### src/rtl/i2c_pkg.sv
// ---------------------------------------------------------------------------
// i2c_pkg
// Shared types and constants for the ball-state I2C receiver: receive FSM
// states, the target address, frame length and the payload layout.
// No ports (package).
// ---------------------------------------------------------------------------
package i2c_pkg;

    localparam logic [6:0]  I2C_BALL_ADDR    = 7'h55;
    localparam int unsigned BALL_FRAME_BYTES = 3;
    localparam logic        I2C_WRITE_BIT    = 1'b0;

    localparam int unsigned BYTE_W     = 8;
    localparam int unsigned SHIFT_W    = BYTE_W - 1;
    localparam int unsigned BIT_CNT_W  = 3;
    localparam int unsigned BYTE_CNT_W = 2;
    localparam int unsigned BALL_Y_W   = 10;
    localparam int unsigned BALL_VY_W  = 8;

    typedef enum logic [2:0] {
        ST_IDLE,
        ST_ADDR,
        ST_ADDR_ACK,
        ST_DATA,
        ST_DATA_ACK,
        ST_IGNORE
    } rx_state_t;

    // Committed ball state as presented to the game logic
    typedef struct packed {
        logic [BALL_Y_W-1:0]  y;
        logic [BALL_VY_W-1:0] vy;
    } ball_frame_t;

    // True when an address byte selects this target for a write
    function automatic logic addr_match(input logic [BYTE_W-1:0] addr_byte,
                                        input logic [6:0]        slv_addr);
        return (addr_byte[BYTE_W-1:1] == slv_addr) && (addr_byte[0] == I2C_WRITE_BIT);
    endfunction

endpackage

### src/rtl/i2c_line_sync.sv
// ---------------------------------------------------------------------------
// i2c_line_sync
// Brings SCL/SDA into the clk domain and derives bus-level strobes. No
// protocol knowledge lives here.
//   clk, reset      : system clock, synchronous active-high reset
//   i_scl, i_sda    : raw asynchronous bus lines
//   o_sda           : synchronized SDA level (registered)
//   o_scl_rise_c    : SCL rising edge strobe
//   o_scl_fall_c    : SCL falling edge strobe
//   o_start_c       : SDA fell while SCL high
//   o_stop_c        : SDA rose while SCL high
// A pin change shows up on the strobes two clocks later, so logic that
// registers a strobe acts on it on the third clock.
// ---------------------------------------------------------------------------
module i2c_line_sync (
    input  logic clk,
    input  logic reset,
    input  logic i_scl,
    input  logic i_sda,
    output logic o_sda,
    output logic o_scl_rise_c,
    output logic o_scl_fall_c,
    output logic o_start_c,
    output logic o_stop_c
);

    logic r_scl_meta;
    logic r_scl_sync;
    logic r_scl_prev;
    logic r_sda_meta;
    logic r_sda_sync;
    logic r_sda_prev;

    // Two-flop synchronizers plus one history flop; reset to the idle-bus level
    // so leaving reset never fabricates a START.
    always_ff @(posedge clk) begin
        if (reset) begin
            r_scl_meta <= 1'b1;
            r_scl_sync <= 1'b1;
            r_scl_prev <= 1'b1;
            r_sda_meta <= 1'b1;
            r_sda_sync <= 1'b1;
            r_sda_prev <= 1'b1;
        end else begin
            r_scl_meta <= i_scl;
            r_scl_sync <= r_scl_meta;
            r_scl_prev <= r_scl_sync;
            r_sda_meta <= i_sda;
            r_sda_sync <= r_sda_meta;
            r_sda_prev <= r_sda_sync;
        end
    end

    assign o_sda        = r_sda_sync;
    assign o_scl_rise_c =  r_scl_sync & ~r_scl_prev;
    assign o_scl_fall_c = ~r_scl_sync &  r_scl_prev;
    // SCL must be high on both samples so a simultaneous SCL/SDA move is not a condition
    assign o_start_c    = r_scl_sync & r_scl_prev &  r_sda_prev & ~r_sda_sync;
    assign o_stop_c     = r_scl_sync & r_scl_prev & ~r_sda_prev &  r_sda_sync;

endmodule

### src/rtl/i2c_ball_receiver.sv
// ---------------------------------------------------------------------------
// i2c_ball_receiver
// Write-only I2C target that receives {y[9:8],6'bx}, y[7:0], vy frames and
// commits them atomically on STOP. No clock stretching, reads are ignored.
//   SLV_ADDR   : 7-bit target address
//   clk, reset : system clock, synchronous active-high reset
//   scl        : I2C clock line (asynchronous)
//   sda_in     : I2C data line as seen at the pad (asynchronous)
//   sda_oe     : 1 pulls SDA low (ACK)
//   ball_y     : last committed Y coordinate
//   ball_vy    : last committed Y velocity
//   ball_valid : one-cycle pulse on commit
//   frame_err  : one-cycle pulse on a malformed addressed frame
//   busy       : high from an address match until STOP or START
// ---------------------------------------------------------------------------
module i2c_ball_receiver
    import i2c_pkg::*;
#(
    parameter logic [6:0] SLV_ADDR = I2C_BALL_ADDR
) (
    input  logic                 clk,
    input  logic                 reset,
    input  logic                 scl,
    input  logic                 sda_in,
    output logic                 sda_oe,
    output logic [BALL_Y_W-1:0]  ball_y,
    output logic [BALL_VY_W-1:0] ball_vy,
    output logic                 ball_valid,
    output logic                 frame_err,
    output logic                 busy
);

    // Synchronized line events
    logic w_sda;
    logic w_scl_rise;
    logic w_scl_fall;
    logic w_start;
    logic w_stop;

    i2c_line_sync u_line_sync (
        .clk          (clk),
        .reset        (reset),
        .i_scl        (scl),
        .i_sda        (sda_in),
        .o_sda        (w_sda),
        .o_scl_rise_c (w_scl_rise),
        .o_scl_fall_c (w_scl_fall),
        .o_start_c    (w_start),
        .o_stop_c     (w_stop)
    );

    // State and datapath registers with their next values
    rx_state_t              r_state,       w_state_nxt;
    logic [BIT_CNT_W-1:0]   r_bit_cnt,     w_bit_cnt_nxt;
    logic [BYTE_CNT_W-1:0]  r_byte_cnt,    w_byte_cnt_nxt;
    logic [SHIFT_W-1:0]     r_shift,       w_shift_nxt;
    logic [1:0]             r_byte0_hi,    w_byte0_hi_nxt;   // byte0[5:0] carries nothing
    logic [BYTE_W-1:0]      r_byte1,       w_byte1_nxt;
    logic [BYTE_W-1:0]      r_byte2,       w_byte2_nxt;
    logic                   r_addressed,   w_addressed_nxt;
    logic                   r_overflow,    w_overflow_nxt;
    logic                   r_ack_on,      w_ack_on_nxt;
    logic                   r_sda_oe,      w_sda_oe_nxt;
    ball_frame_t            r_ball,        w_ball_nxt;
    logic                   r_ball_valid,  w_ball_valid_nxt;
    logic                   r_frame_err,   w_frame_err_nxt;
    logic                   r_busy,        w_busy_nxt;

    // Byte as it stands once the current bit is shifted in
    logic [BYTE_W-1:0] w_shift_in;
    logic              w_last_bit;

    assign w_shift_in = {r_shift, w_sda};
    assign w_last_bit = (r_bit_cnt == BIT_CNT_W'(BYTE_W - 1));

    // Register update
    always_ff @(posedge clk) begin
        if (reset) begin
            r_state      <= ST_IDLE;
            r_bit_cnt    <= '0;
            r_byte_cnt   <= '0;
            r_shift      <= '0;
            r_byte0_hi   <= '0;
            r_byte1      <= '0;
            r_byte2      <= '0;
            r_addressed  <= 1'b0;
            r_overflow   <= 1'b0;
            r_ack_on     <= 1'b0;
            r_sda_oe     <= 1'b0;
            r_ball       <= '0;
            r_ball_valid <= 1'b0;
            r_frame_err  <= 1'b0;
            r_busy       <= 1'b0;
        end else begin
            r_state      <= w_state_nxt;
            r_bit_cnt    <= w_bit_cnt_nxt;
            r_byte_cnt   <= w_byte_cnt_nxt;
            r_shift      <= w_shift_nxt;
            r_byte0_hi   <= w_byte0_hi_nxt;
            r_byte1      <= w_byte1_nxt;
            r_byte2      <= w_byte2_nxt;
            r_addressed  <= w_addressed_nxt;
            r_overflow   <= w_overflow_nxt;
            r_ack_on     <= w_ack_on_nxt;
            r_sda_oe     <= w_sda_oe_nxt;
            r_ball       <= w_ball_nxt;
            r_ball_valid <= w_ball_valid_nxt;
            r_frame_err  <= w_frame_err_nxt;
            r_busy       <= w_busy_nxt;
        end
    end

    // Next-state and output logic; bus conditions take priority over bit sampling
    always_comb begin
        w_state_nxt      = r_state;
        w_bit_cnt_nxt    = r_bit_cnt;
        w_byte_cnt_nxt   = r_byte_cnt;
        w_shift_nxt      = r_shift;
        w_byte0_hi_nxt   = r_byte0_hi;
        w_byte1_nxt      = r_byte1;
        w_byte2_nxt      = r_byte2;
        w_addressed_nxt  = r_addressed;
        w_overflow_nxt   = r_overflow;
        w_ack_on_nxt     = r_ack_on;
        w_sda_oe_nxt     = r_sda_oe;
        w_ball_nxt       = r_ball;
        w_ball_valid_nxt = 1'b0;
        w_frame_err_nxt  = 1'b0;
        w_busy_nxt       = r_busy;

        if (w_start) begin
            // (Repeated) START: drop any partial frame and listen for an address
            w_state_nxt     = ST_ADDR;
            w_bit_cnt_nxt   = '0;
            w_byte_cnt_nxt  = '0;
            w_addressed_nxt = 1'b0;
            w_overflow_nxt  = 1'b0;
            w_ack_on_nxt    = 1'b0;
            w_sda_oe_nxt    = 1'b0;
            w_busy_nxt      = 1'b0;
            w_frame_err_nxt = r_addressed && (r_byte_cnt != '0);
        end else if (w_stop) begin
            w_state_nxt     = ST_IDLE;
            w_bit_cnt_nxt   = '0;
            w_byte_cnt_nxt  = '0;
            w_addressed_nxt = 1'b0;
            w_overflow_nxt  = 1'b0;
            w_ack_on_nxt    = 1'b0;
            w_sda_oe_nxt    = 1'b0;
            w_busy_nxt      = 1'b0;
            if (r_addressed) begin
                if ((r_byte_cnt == BYTE_CNT_W'(BALL_FRAME_BYTES)) && !r_overflow) begin
                    w_ball_nxt.y     = {r_byte0_hi, r_byte1};
                    w_ball_nxt.vy    = r_byte2;
                    w_ball_valid_nxt = 1'b1;
                end else begin
                    w_frame_err_nxt = 1'b1;
                end
            end
        end else begin
            case (r_state)
                ST_ADDR: begin
                    if (w_scl_rise) begin
                        w_shift_nxt   = w_shift_in[SHIFT_W-1:0];
                        w_bit_cnt_nxt = r_bit_cnt + BIT_CNT_W'(1);
                        if (w_last_bit) begin
                            w_bit_cnt_nxt = '0;
                            if (addr_match(w_shift_in, SLV_ADDR)) begin
                                w_state_nxt     = ST_ADDR_ACK;
                                w_addressed_nxt = 1'b1;
                                w_busy_nxt      = 1'b1;
                            end else begin
                                w_state_nxt = ST_IGNORE;
                            end
                        end
                    end
                end

                // First SCL fall after the 8th bit pulls SDA, the next one releases it
                ST_ADDR_ACK, ST_DATA_ACK: begin
                    if (w_scl_fall) begin
                        if (!r_ack_on) begin
                            w_ack_on_nxt = 1'b1;
                            w_sda_oe_nxt = 1'b1;
                        end else begin
                            w_ack_on_nxt = 1'b0;
                            w_sda_oe_nxt = 1'b0;
                            w_state_nxt  = ST_DATA;
                        end
                    end
                end

                ST_DATA: begin
                    if (w_scl_rise) begin
                        w_shift_nxt   = w_shift_in[SHIFT_W-1:0];
                        w_bit_cnt_nxt = r_bit_cnt + BIT_CNT_W'(1);
                        if (w_last_bit) begin
                            w_bit_cnt_nxt = '0;
                            if (r_byte_cnt == BYTE_CNT_W'(BALL_FRAME_BYTES)) begin
                                // Extra byte: NACK it and poison the frame
                                w_overflow_nxt = 1'b1;
                                w_state_nxt    = ST_IGNORE;
                            end else begin
                                case (r_byte_cnt)
                                    BYTE_CNT_W'(0): w_byte0_hi_nxt = w_shift_in[BYTE_W-1:BYTE_W-2];
                                    BYTE_CNT_W'(1): w_byte1_nxt    = w_shift_in;
                                    default:        w_byte2_nxt    = w_shift_in;
                                endcase
                                w_byte_cnt_nxt = r_byte_cnt + BYTE_CNT_W'(1);
                                w_state_nxt    = ST_DATA_ACK;
                            end
                        end
                    end
                end

                ST_IDLE, ST_IGNORE: begin
                end

                default: begin
                    w_state_nxt = ST_IDLE;
                end
            endcase
        end
    end

    assign sda_oe     = r_sda_oe;
    assign ball_y     = r_ball.y;
    assign ball_vy    = r_ball.vy;
    assign ball_valid = r_ball_valid;
    assign frame_err  = r_frame_err;
    assign busy       = r_busy;

endmodule

### config.mk
export PLATFORM = sky130hd
export DESIGN_NAME = i2c_ball_receiver
export DESIGN_NICKNAME = d
export VERILOG_FILES = /design/src/rtl/i2c_pkg.sv /design/src/rtl/i2c_line_sync.sv /design/src/rtl/i2c_ball_receiver.sv
export SDC_FILE = /design/constraint.sdc
export NUM_CORES = 1
export LEC_CHECK = 0
export ABC_AREA = 1
export CAP_MARGIN = 20
export CELL_PAD_IN_SITES_DETAIL_PLACEMENT = 1
export CELL_PAD_IN_SITES_GLOBAL_PLACEMENT = 1
export CORE_UTILIZATION = 43
export CTS_BUF_LIST = sky130_fd_sc_hd__clkbuf_8
export DETAILED_ROUTE_END_ITERATION = 12
export PLACE_DENSITY_LB_ADDON = 0.1
export SYNTH_ARGS = -nofsm -noshare
export SYNTH_HDL_FRONTEND = slang
export SYNTH_SLANG_ARGS = --single-unit
export TNS_END_PERCENT = 5
### constraint.sdc
create_clock -name clk -period 1.61 [get_ports clk]
set_input_delay 0.322 -clock clk [delete_from_list [all_inputs] [get_ports clk]]
set_output_delay 0.322 -clock clk [all_outputs]
set_load 0.03 [all_outputs]
==> run_results.csv, run 1 <==
group,metric,value,unit
floorplanning,core,5610,um^2
final_layout,area_growth,27.1,%
power,ir_drop,0.747,mV
global_route,grt_max_degree,46,
global_route,grt_pass1_wl,10300,um
final_layout,layout-drive-gt1-share,13.8,%
global_route,grt_usage,21.6,%
drt,first_iter_violations,82,
clock_network,worstSkewPairLatency,340,ps
floorplanning,die_h,79.1,um
sta,hold_viol,0,
global_route,antenna_found_initial,0,
floorplanning,die_area,6260,um^2
global_route,use_met1,24.1,%
clock_network,cts_tree,"yes",
worst_hold_path,hp-start,"u_line_sync.r_scl_meta",
synthesis,synth-seq-area-share,48.5,%
clock_network,clk_pin_slew,70,ps
worst_setup_path,rrSetupSlack,120,ps
sta,whs,415,ps
worst_setup_path,crit_type,"reg2out",
synthesis,avgSynthCellArea,7.41,um^2
floorplanning,num_io_pins,26,
run_status,status,"finished, final reports clean",
sta,fin_crit,1500,ps
worst_setup_path,r2r_end,"r_byte2[0]",
synthesis,synth_area_leaders,"dfxtp_1 49%, nor2_1 9.0%, inv_1 8.5%, o21ai_0 7.6%, nand2_1 6.9%",
synthesis,synth_warnings,0,
power,power.density,1190,nW/um^2
clock_network,htree_levels,3,
floorplanning,die_w,79.1,um
floorplanning,initial_core_util,45.6,%
placed_design,dpl.cell_count,447,
sta,slew_headroom,75.6,%
power,p_clk_share,43.9,%
sta,fin_skew,5.31,ps
clock_network,cts_buffers,9,
global_route,top_usage_layer,"met2",
placed_design,dp_hpwl,4220,um
final_layout,diodes,0,
clock_network,cts-root-buf,"clkbuf_8",
synthesis,synth_top_area_cell,"dfxtp_1",
drt,detail_route.wl_per_cell,13.3,um
drt,drtAntennaViolNets,0,
power,seqPwrFrac,42.3,%
synthesis,synth.net_count,354,
synthesis,ys_types,24,
worst_setup_path,startpoint,"busy",
worst_setup_path,path_buf_inv,1,
sta,post-route-period-util,93.3,%
worst_setup_path,required,1290,ps
final_layout,layout.cells.non_filler,464,
synthesis,netlist.area_leader.share,48.5,%
synthesis,netlist_instances,345,
global_route,globalRouteMet3Util,4.25,%
worst_setup_path,cp-end-kind,"output pin",
clock_network,cts.sinks,62,
final_layout,final_cell_mix,"60 x nor2_1, 60 x dfxtp_1, 58 x inv_1",
worst_setup_path,r2r_cells,8,
clock_network,hold_buffers,0,
power,internal_power,2.86,mW
power,power,3.87,mW
synthesis,ys_ff_latch,62,
worst_setup_path,critPathMaxStageDelay,430,ps
final_layout,layout.nets,396,
sta,worstMarginPinSlew,365,ps
synthesis,netlist_area,2560,um^2
worst_setup_path,cp-endpoint,"busy",
worst_setup_path,path_delay_family,"buffers and inverters",
final_layout,nFillCells,748,
sta,setup_viol,0,
worst_setup_path,worstPathMaxFanout,4,
placed_design,io_buffers,25,
sta,maxSlewViolCount,0,
floorplanning,core.rowCount,27,
sta,rsz0062_at_grt,"true",
worst_setup_path,crit_cells,1,
worst_setup_path,critPathLaunchType,"register",
clock_network,cts_setup_buffers,0,
placed_design,gp_congestion,0.912,
drt,vias,2272,
drt,drt-total-wl,6170,um
drt,firstDrtPassIters,4,
power,comb_power_share,13.7,%
power,switching_share,26.0,%
worst_setup_path,crit_arrival,1180,ps
global_route,globalRouteOverflowTotal,0,
sta,timing.fmax,665,MHz
drt,drc,0,
power,p_leak,1.61,nW
power,p_sw,1.01,mW
job,drv_cap,0,
global_route,grt_pass1_vias,2274,
global_route,grt_use_met2,37.6,%
worst_setup_path,path_cells,"dlygate4sd2_1",
worst_setup_path,timing.rr.start,"r_bit_cnt[0]",
worst_hold_path,worst_hold_path_type,"reg2reg",
drt,via_per_inst,4.90,
worst_setup_path,slowest_stage,"dlygate4sd2_1",
clock_network,clockBufferDepth,2,
==> cells in the mapped netlist <==
| master | n |
|---|---|
| o21ai_0 | 39 |
| nand3_4 | 1 |
| or2_2 | 6 |
| buf_2 | 1 |
| nand2_2 | 3 |
| nand4_4 | 1 |
| a21oi_1 | 32 |
| nor4_1 | 1 |
| inv_1 | 58 |
| ha_1 | 5 |
| nor2_1 | 61 |
| nand3_2 | 1 |
| inv_2 | 2 |
| nand3_1 | 9 |
| buf_6 | 1 |
| nor3_2 | 1 |
| nand2_1 | 47 |
| nor2_4 | 1 |
| clkinv_1 | 1 |
| dfxtp_1 | 62 |
| nor3_1 | 1 |
| nand4_1 | 3 |
| clkbuf_1 | 7 |
| nor2_8 | 1 |
==> metal layers <==
layer,up-vias,part of all wire (%)
met1,1053,43
met4,0,3.6
li1,1169,-
met2,33,50
met3,17,2.5
met5,-,0
==> registers in the layout, summed over array words and instances (netlist names), 2 cells and up <==
signal      cells
ball_vy         8
r_byte0_hi      2
r_bit_cnt       3
r_state         3
r_byte2         8
r_byte_cnt      2
r_shift         7
r_byte1         8
ball_y         10
==> per-stage QoR <==
stage	instance area, um^2	utilization, %	setup WS [ps]	setup TNS (ps)
2_1_floorplan	2560	-	131	0
3_3_place_gp	2990	53.2	69.8	0
3_5_place_dp	2990	53.2	20.2	0
4_1_cts	3210	57.3	0.959	0
5_1_grt	3250	57.9	-10.9	-18.8
6_report	3250	57.9	107	0
==> worst min path at each step <==
stage | depth (start not counted) | endpoint | slack, ps
2_1_floorplan | 1 | u_line_sync.o_sda | 390
3_3_place_gp | 1 | u_line_sync.o_sda | 390
3_5_place_dp | 1 | u_line_sync.r_scl_sync | 400
4_1_cts | 1 | u_line_sync.r_scl_sync | 420
5_1_grt | 1 | u_line_sync.r_scl_sync | 440
6_report | 1 | u_line_sync.r_scl_sync | 410
==> what timing repair did <==
item                       4_1_cts  5_1_grt
gates resized for setup         25        9
gates cloned                     0        1
setup endpoints to repair       24       19
==> final cells by class <==
| cell class | instances | area, um^2 | share of cell area [%] |
|---|---|---|---|
| multi-input combinational | 214 | 1080 | 33.3 |
| sequential | 62 | 1240 | 38.3 |
| tap | 72 | 90.1 | 2.77 |
| timing repair buffer | 39 | 353 | 10.9 |
| inverter | 61 | 231 | 7.12 |
| clock inverter | 5 | 97.6 | 3.00 |
| clock buffer | 11 | 151 | 4.66 |
==> cell families after synthesis <==
kind of cell,Yosys count,share of synthesized area (%)
compound gates,71,13.9
buf+inv,70,10.6
simple gates,137,24.5
flops,62,48.5
fa+ha+maj,5,2.45
==> power by group through the flow <==
stage / logic (mW) / clock network (mW) / registers, mW
finish: 0.532 / 1.70 / 1.64
global route: 0.606 / 1.80 / 1.64
CTS: 0.532 / 1.73 / 1.63
detailed placement: 0.528 / 0 / 1.66
global placement: 0.522 / 0 / 1.67
floorplan: 0.389 / 0 / 1.65
Note: power is estimated with default switching activity, not from simulation.
==> inputs of run 2 (changes only) <==
--- a/config.mk
+++ b/config.mk
@@ -15,5 +15,6 @@
 export PLACE_DENSITY_LB_ADDON = 0.1
 export SYNTH_ARGS = -nofsm -noshare
 export SYNTH_HDL_FRONTEND = slang
+export SYNTH_HIERARCHICAL = 1
 export SYNTH_SLANG_ARGS = --single-unit
 export TNS_END_PERCENT = 5
==> run 2 against run 1 <==
Net effect: sequential share of layout area rose by 2.8 points; largest power group is now sequential cells; largest cell class unchanged; highest routed layer unchanged; register-to-register slack is essentially flat; clock power shrank 32%.
==> run_results.csv, run 2 <==
group,metric,value,unit
synthesis,netlist.area_leader.share,50.6,%
worst_setup_path,worstPathMaxFanout,8,
sta,hold_viol,0,
synthesis,synth.most_common_cell,"dfxtp_1",
final_layout,ff_latch_area,1240,um^2
clock_network,clk_pin_slew,70,ps
drt,firstDrtPassIters,4,
clock_network,cts_buffers,9,
worst_setup_path,crit_arrival,1730,ps
sta,fin_skew,6.68,ps
final_layout,final_common_cell,"dfxtp_1",
final_layout,diodes,0,
worst_setup_path,rrSetupSlack,110,ps
sta,rsz0062_at_grt,"true",
power,p_leak,1.37,nW
clock_network,cts_tree,"yes",
clock_network,hold_buffers,0,
synthesis,synthTopCellsByCount,"62 x dfxtp_1, 52 x nor2_1, 37 x o21ai_0, 33 x a21oi_1, 27 x inv_1",
clock_network,cts-root-buf,"clkbuf_8",
synthesis,synth_edf_count,0,
drt,detail_route.wl_per_cell,13.5,um
drt,vias,2100,
synthesis,synthMuxAreaShare,0,%
clock_network,cts.sinks,62,
floorplanning,num_io_pins,26,
global_route,globalRouteOverflowTotal,0,
final_layout,layout-drive-gt1-share,17.0,%
floorplanning,die_area,6010,um^2
clock_network,htree_levels,3,
worst_setup_path,critPathMaxStageDelay,370,ps
final_layout,layout.nets,352,
floorplanning,die_w,77.6,um
floorplanning,core,5510,um^2
synthesis,yosys.area_share.simple,20.7,%
synthesis,synth_compound_area_share,17.9,%
synthesis,async_flop_share,0,%
synthesis,netlist_area,2450,um^2
final_layout,area_growth,23.2,%
synthesis,synth.net_count,315,
floorplanning,core.rowCount,27,
clock_network,worstSkewPairLatency,340,ps
drt,drt-total-wl,5660,um
worst_setup_path,critPathLaunchType,"register",
worst_setup_path,cp-end-kind,"register",
run_status,status,"finished, final reports clean",
drt,first_iter_violations,97,
placed_design,dp_hpwl,3930,um
floorplanning,die_h,77.6,um
job,drv_cap,0,
final_layout,utilization,54.9,%
worst_setup_path,path_delay_family,"simple AND/OR/NAND/NOR gates",
global_route,antenna_found_initial,0,
global_route,grt_pass1_vias,2067,
placed_design,io_buffers,25,
sta,worstMarginPinSlew,352,ps
final_layout,multiInputGateArea,1060,um^2
worst_setup_path,required,1840,ps
synthesis,synth_top_family_by_area,"simple AND/OR/NAND/NOR gates",
sta,timing.fmax,665,MHz
global_route,grt_max_degree,44,
synthesis,ys_ff_latch,62,
synthesis,synth_top_area_cell,"dfxtp_1",
synthesis,avgSynthCellArea,8.02,um^2
worst_hold_path,worst_hold_path_type,"reg2reg",
final_layout,nFillCells,706,
synthesis,ys.flop_type,"dfxtp_1",
synthesis,ys_types,29,
worst_setup_path,slowest_stage,"dfxtp_1",
final_layout,largest_register_ffs,10,
synthesis,yosys.area_share.xor_xnor,0.357,%
worst_setup_path,crit_type,"reg2reg",
clock_network,clockBufferDepth,2,
sta,setup_viol,0,
sta,post-route-period-util,93.4,%
drt,drtAntennaViolNets,0,
power,power,2.84,mW
synthesis,synth_warnings,6,
power,ir_drop,0.466,mV
synthesis,synth_area_leaders,"dfxtp_1 51%, nor2_1 8.0%, o21ai_0 7.5%, a21oi_1 6.7%, inv_1 4.1%",
synthesis,synth_adder_area_share,2.55,%
synthesis,netlist_instances,306,
drt,drc,0,
global_route,grt_pass1_wl,9550,um
floorplanning,initial_core_util,44.6,%
sta,fin_crit,1500,ps
sta,slew_headroom,76.3,%
synthesis,synth-seq-area-share,50.6,%
drt,via_per_inst,5.00,
final_layout,final_cell_mix,"61 x dfxtp_1, 50 x nor2_1, 33 x a21oi_1",
worst_setup_path,path_buf_inv,1,
placed_design,gp_congestion,0.822,
sta,fin_setup_tns,0,ps
sta,maxSlewViolCount,0,
global_route,grt_usage,20.6,%
power,power.density,939,nW/um^2
worst_setup_path,path_cells,"inv_1 -> ha_1 -> nor2_2 -> nand4_4 -> o21ai_1 -> a21oi_1",
==> run 2: per-stage QoR <==
stage / instance area (um^2) / hold slack [ps] / setup slack [ps] / std cells
2_1_floorplan: 2450 / 383 / 217 / 306
3_3_place_gp: 2840 / 385 / 58.1 / 403
3_5_place_dp: 2840 / 391 / 10.6 / 403
4_1_cts: 2980 / 408 / 7.72 / 419
5_1_grt: 3020 / 442 / -27.1 / 420
6_report: 3020 / 406 / 107 / 420
==> run 2: cells by family (layout without fill, tap and decap cells) <==
group                    after synthesis  after routing
adder cells (fa/ha/maj)                5              5
flip-flops                            62             62
buffers and inverters                 47             88
AO/OA/AOI/OAI                         84             84
XOR/XNOR                               1              1
AND/OR/NAND/NOR                      107            108
==> run 2: final cells by class <==
type	instances	share of cell area (%)
clock buffer	9	4.10
clock inverter	7	1.41
inverter	38	4.80
multi-input combinational	198	35.2
sequential	62	41.1
tap	72	2.98
timing repair buffer	34	10.4
==> run 2: final timing paths <==
kind / startpoint / endpoint / cells after the start
setup / recovery: r_byte_cnt[1] / r_byte2[1] / 6
hold / removal: u_line_sync/r_sda_meta / u_line_sync/o_sda / 1
setup reg to reg: r_byte_cnt[1] / r_byte2[1] / 6
hold reg to reg: u_line_sync/r_sda_meta / u_line_sync/o_sda / 1
==> run 2: where the power goes <==
group	switching, mW	leakage, nW	internal [mW]
Sequential	0.0102	0.501	1.55
Combinational	0.0801	0.787	0.0481
Clock	0.610	0.0862	0.545
==> run 2: worst register-to-register path, stage by stage, from the launching register on <==
cell     delay (ps)
dfxtp_1         370
inv_1            90
ha_1            250
nor2_2          230
nand4_4         200
o21ai_1         200
a21oi_1          60
==> run 2: what timing repair did <==
action / CTS / global route
gates resized for setup: 23 / 15
setup endpoints to repair: 23 / 33
pin swaps: 0 / 2
gates cloned: 0 / 1
buffers inserted: 0 / 0
==> run 2: routing by layer <==
metal  vias to the layer above  track usage (%)  wire length (um)
met5                         -                0                 0
met4                         0             9.62               104
met3                        10             5.41               132
met2                        21             35.1              2780
met1                       997             23.9              2650
li1                       1072                -                 -
==> variant 1 (flow settings as in run 1) <==
Register the inputs `scl` and `sda_in` before use. The logic sees them one clock later.
--- a/src/rtl/i2c_ball_receiver.sv
+++ b/src/rtl/i2c_ball_receiver.sv
@@ -30,6 +30,14 @@
     output logic                 busy
 );
 
+    logic scl_q;
+    logic sda_q;
+
+    always_ff @(posedge clk) begin
+        scl_q <= scl;
+        sda_q <= sda_in;
+    end
+
     // Synchronized line events
     logic w_sda;
     logic w_scl_rise;
@@ -40,8 +48,8 @@
     i2c_line_sync u_line_sync (
         .clk          (clk),
         .reset        (reset),
-        .i_scl        (scl),
-        .i_sda        (sda_in),
+        .i_scl        (scl_q),
+        .i_sda        (sda_q),
         .o_sda        (w_sda),
         .o_scl_rise_c (w_scl_rise),
         .o_scl_fall_c (w_scl_fall),
Behaviour: same outputs for any inputs over 4 cycles, from zero or initial values and one cycle with reset high; that may be too few to reach the edited logic, so the function may still have changed.
==> variant 1 against run 1 <==
- die area down 0.72%
- synthesized area fell by 0.73%
- non-clock buffer count stayed put
- synthesized cell count decreased by 6.4%
- highest routed layer unchanged
- cell area fell by 2.5%
- sequential share of layout area up 2.3 points
- critical path type is now flip-flop to flip-flop
- sequential cell count up 2
- global-route usage rose by 0.85 points
- via count down 3.1%
- final cell count fell by 5.0%
- worst setup slack got worse by 0.075 ns
- routed wire length increased by 2.3%
- first-iteration DRC count rose by 2.4%
Power is not compared: it rests on default switching activity, and its combinational part moved more than twofold at a synthesized area within 25%.
==> variant 1: results (changes against run 1) <==
Synth
  • Syn avg cell area: 7.860 um2 (+6.0%)
  • Synth Area in Compound Gates: 0.1567 (+0.01778)
  • Sequential area share after synthesis: 0.5047 (+0.01936)
  • Synth Area in Adders: 0.02464 (+0.0001808)
  • Synth Area in XOR/XNOR: 0.003450 (+0.003450)
  • Top cells by instance count after synthesis: 64 x dfxtp_1, 48 x nand2_1, 47 x inv_1
  • Syn Nets: 332 (-6.2%)

Detailed routing
  • Vias per cell: 4.991 (+1.9%)
  • Routed wire length: 6.307 mm (+2.3%)
  • Starting DRT DRC Count: 84 (+2.4%)
  • Wire per inst: 14.30 um (+7.6%)

Min path
  • Worst min path class: input port to flip-flop

CTS
  • Gates resized, CTS repair: 23 (-8.0%)

Final layout
  • Fill count: 716 (-4.3%)
  • Seq Cell Count: 64 (+3.2%)
  • Final #Nets: 373 (-5.8%)
  • Non-clk buf share: 0.1074 (-0.001162)
  • Inverters: 50 (-18%)
  • Comb_multi_in: 200 (-6.5%)
  • Core Util, Final: 0.5649 (-0.01450)
  • Layout cells sized above 1: 0.1599 (+0.02214)

Critical path
  • Critical Path AT: 1.86 ns (+0.68 ns)
  • Critical path fanouts, max: 5 (+1)

Outcome
  • Status: completed

Global routing
  • First-pass GRT wire length: 10.58 mm (+2.9%)

Placed design
  • Dpl ws: 0.007663 ns (-0.01256 ns)
variant 1: critical path: cells and delay by family (launching register included):
family | cells | cell delay, ns
AND/OR/NAND/NOR | 5 | 0.58
buffers and inverters | 1 | 0.14
AO/OA/AOI/OAI | 1 | 0.09
adder cells (fa/ha/maj) | 2 | 0.36
flip-flops | 1 | 0.34
variant 1: how the worst max path moves through the flow:
stage	slack [ns]	start	cells after the start	end
2_1_floorplan	0.12	r_byte_cnt[0]$_SDFFE_PP0P_	6	r_byte2[0]$_SDFFE_PP0P_
4_1_cts	-0.02	r_bit_cnt[0]$_SDFFE_PP0P_	9	r_byte1[7]$_SDFFE_PP0P_
3_3_place_gp	0.04	u_line_sync.r_scl_sync$_SDFF_PP1_	9	r_byte1[5]$_SDFFE_PP0P_
5_1_grt	-0.06	r_bit_cnt[0]$_SDFFE_PP0P_	9	r_byte1[6]$_SDFFE_PP0P_
6_report	0.03	r_bit_cnt[0]$_SDFFE_PP0P_	9	r_byte1[6]$_SDFFE_PP0P_
3_5_place_dp	0.008	r_bit_cnt[0]$_SDFFE_PP0P_	9	r_byte1[7]$_SDFFE_PP0P_
variant 1: layer usage:
metal / part of all wire / GRT usage
met1: 0.49 / 0.2917
met2: 0.46 / 0.3591
met3: 0.028 / 0.04368
met4: 0.019 / 0.1073
met5: 0 / 0
variant 1: power breakdown:
| group | total (mW) | internal [mW] | switching [mW] |
|---|---|---|---|
| Sequential | 1.60 | 1.59 | 0.00838 |
| Combinational | 0.0981 | 0.0349 | 0.0632 |
| Clock | 1.44 | 0.797 | 0.643 |
| Total | 3.14 | 2.43 | 0.714 |
variant 1: cells by family after synthesis:
family | Yosys count
adders and majority gates | 5
and+or+nand+nor | 115
AOI/OAI and AO/OA | 79
xor gates and xnor gates | 1
DFF | 64
buffers and inverters | 59
==> variant 2 (flow settings as in run 1) <==
Without the edit above. Set the package constant `BIT_CNT_W` to 6 (it was 3).
--- a/src/rtl/i2c_pkg.sv
+++ b/src/rtl/i2c_pkg.sv
@@ -12,7 +12,7 @@
 
     localparam int unsigned BYTE_W     = 8;
     localparam int unsigned SHIFT_W    = BYTE_W - 1;
-    localparam int unsigned BIT_CNT_W  = 3;
+    localparam int unsigned BIT_CNT_W  = 6;
     localparam int unsigned BYTE_CNT_W = 2;
     localparam int unsigned BALL_Y_W   = 10;
     localparam int unsigned BALL_VY_W  = 8;
Formal check against the unedited RTL: same outputs for any inputs over 4 cycles, from zero or initial values and one cycle with reset high; that may be too few to reach the edited logic, so the function may still have changed.
==> variant 2 against run 1 <==
- routed wire length is 9.5% higher
- synthesized area grew 10%
- cell area grew 8.8%
- sequential power rose by 4%
- register-to-register slack got worse by 0.03 ns
- worst setup slack lost 0.035 ns
- sequential cell count is 3 higher
- die area increased by 10%
- worst hold slack got worse by 0.0037 ns
- clock skew grew 0.0032 ns
- first-iteration DRC count is 29% higher
- final cell count up 8.6%
- sequential share of layout area decreased by 1.4 points
- power decreased by 6.1%
==> variant 2: results (changes against run 1) <==
Global routing
  • First-pass GRT wire length: 11.06 mm (+7.7%)
  • Total GRT Usage: 0.2013 (-0.01523)
  • Vias in the first global route: 2426 (+6.7%)
  • Largest net degree at the start of global routing: 38 (-17%)
  • Initial antenna violation count: 0 (unchanged)

Power and ir drop
  • Leakage: 1.584 nW (-1.8%)
  • Peak supply drop: 0.0008075 V (+8.1%)

Synth
  • Post-synth EDFFs: 0 (unchanged)
  • Syn Nets: 386 (+9.0%)
  • Sequential area share after synthesis: 0.4610 (-0.02433)
  • Area contributors post-synth: dfxtp_1 46%, inv_1 8.8%, nand2_1 8.0%
  • Unique masters post-synth: 31 (+29%)
  • Top cells by instance count after synthesis: 66 x inv_1, 65 x dfxtp_1, 60 x nand2_1
  • Cells after Synth: 378 (+9.6%)
  • Synth Cell Area: 0.002823 mm2 (+10%)
  • Asr flop ratio synth: 0 (unchanged)

CTS
  • Reg clk slew, reported paths: 0.06 ns
  • CTS max path bufs: 2 (unchanged)
  • Number of H-tree levels: 3 (unchanged)

Min path
  • Min-Delay Path Depth: 1 (unchanged)
  • Worst Hold Path EP: u_line_sync.r_scl_sync$_SDFF_PP1_
  • Worst min path class: flip-flop to flip-flop

Critical path
  • FF-to-FF setup slack: 0.09 ns (-0.03 ns)
  • Crit-path slowest cell: dfxtp_1
  • Cell family with most CP delay: flip-flops
  • Critical path fanouts, max: 5 (+1)
  • R2R depth: 9 (+1)
  • Reg-to-reg startpoint: u_line_sync.r_sda_prev$_SDFF_PP1_
  • FF-to-FF End: r_byte1[1]$_SDFFE_PP0P_
  • Critical Path AT: 1.22 ns (+0.04 ns)

Outcome
  • Status: completed

Detailed routing
  • Wire per inst: 13.39 um (+0.78%)
  • DRT antenna net count: 0 (unchanged)
  • Vias: 2465 (+8.5%)
  • WL met3: 187 um (+23%)
  • Starting DRT DRC Count: 106 (+29%)
  • Metal2 WL: 3.620 mm (+17%)
  • Wl on met1: 2.778 mm (+3.6%)

Final layout
  • Fill count: 820 (+9.6%)
  • Ant diodes: 0 (unchanged)
  • Non-Filler Instances: 504 (+8.6%)
  • Max FFs per register: 10 (unchanged)
  • Final #Nets: 430 (+8.6%)
  • Layout cells sized above 1: 0.1991 (+0.06131)

Placed design
  • HPWL after detailed placement: 4.508 mm (+6.9%)
  • Final Wtd Congestion: 0.8505 (-6.7%)
  • Placed cell count: 484 (+8.3%)

Timing
  • Final Skew: 0.008537 ns (+0.003231 ns)
  • Worst-margin pin slew: 0.3176 ns (-0.04780 ns)
[variant 2: what timing repair did]
item                                    in CTS  in global routing
buffers inserted                             0                  4
pin swaps                                    0                  5
endpoints found under the hold margin        0                  0
resized for setup                           25                 29
endpoints found under the setup margin      30                 38
[variant 2: where the power goes]
| group | internal, mW | switching [mW] |
|---|---|---|
| clock | 0.735 | 0.614 |
| sequential | 1.66 | 0.0496 |
| combinational | 0.185 | 0.393 |
[variant 2: layout make-up]
class / count / share of cell area
Clock buffer: 10 / 0.03894
Clock inverter: 6 / 0.01451
Inverter: 68 / 0.07221
Multi-Input combinational cell: 234 / 0.3639
Sequential cell: 65 / 0.3692
Tap cell: 77 / 0.02726
Timing Repair Buffer: 44 / 0.1140
[variant 2: cell families after synthesis]
| group | count (synthesis) | synth area share |
|---|---|---|
| xor+xnor | 3 | 0.009310 |
| simple gates | 157 | 0.2700 |
| compound gates | 70 | 0.1250 |
| flops | 65 | 0.4610 |
| buf+inv | 79 | 0.1170 |
| fa+ha+maj | 4 | 0.01773 |
[variant 2: per-stage QoR]
step           cell area, um2  TNS (ns)  setup WS [ns]  total power, mW  hold slack, ns
5_1_grt                  3535   -0.1348       -0.05236            3.849          0.4367
6_report                 3535         0        0.07267            3.632          0.4110
4_1_cts                  3406         0       0.008764            3.645          0.4191
3_5_place_dp             3232   -0.7087       -0.09912            2.275          0.4041
2_1_floorplan            2823         0        0.05609            2.124          0.3895
3_3_place_gp             3232   -0.5836       -0.09437            2.260          0.3915
[variant 2: per-layer routing]
metal / vias to the layer above / track usage
met5: - / 0
met4: 0 / 0.09561
met3: 15 / 0.04573
met2: 34 / 0.3592
met1: 1165 / 0.2255
li1: 1251 / -
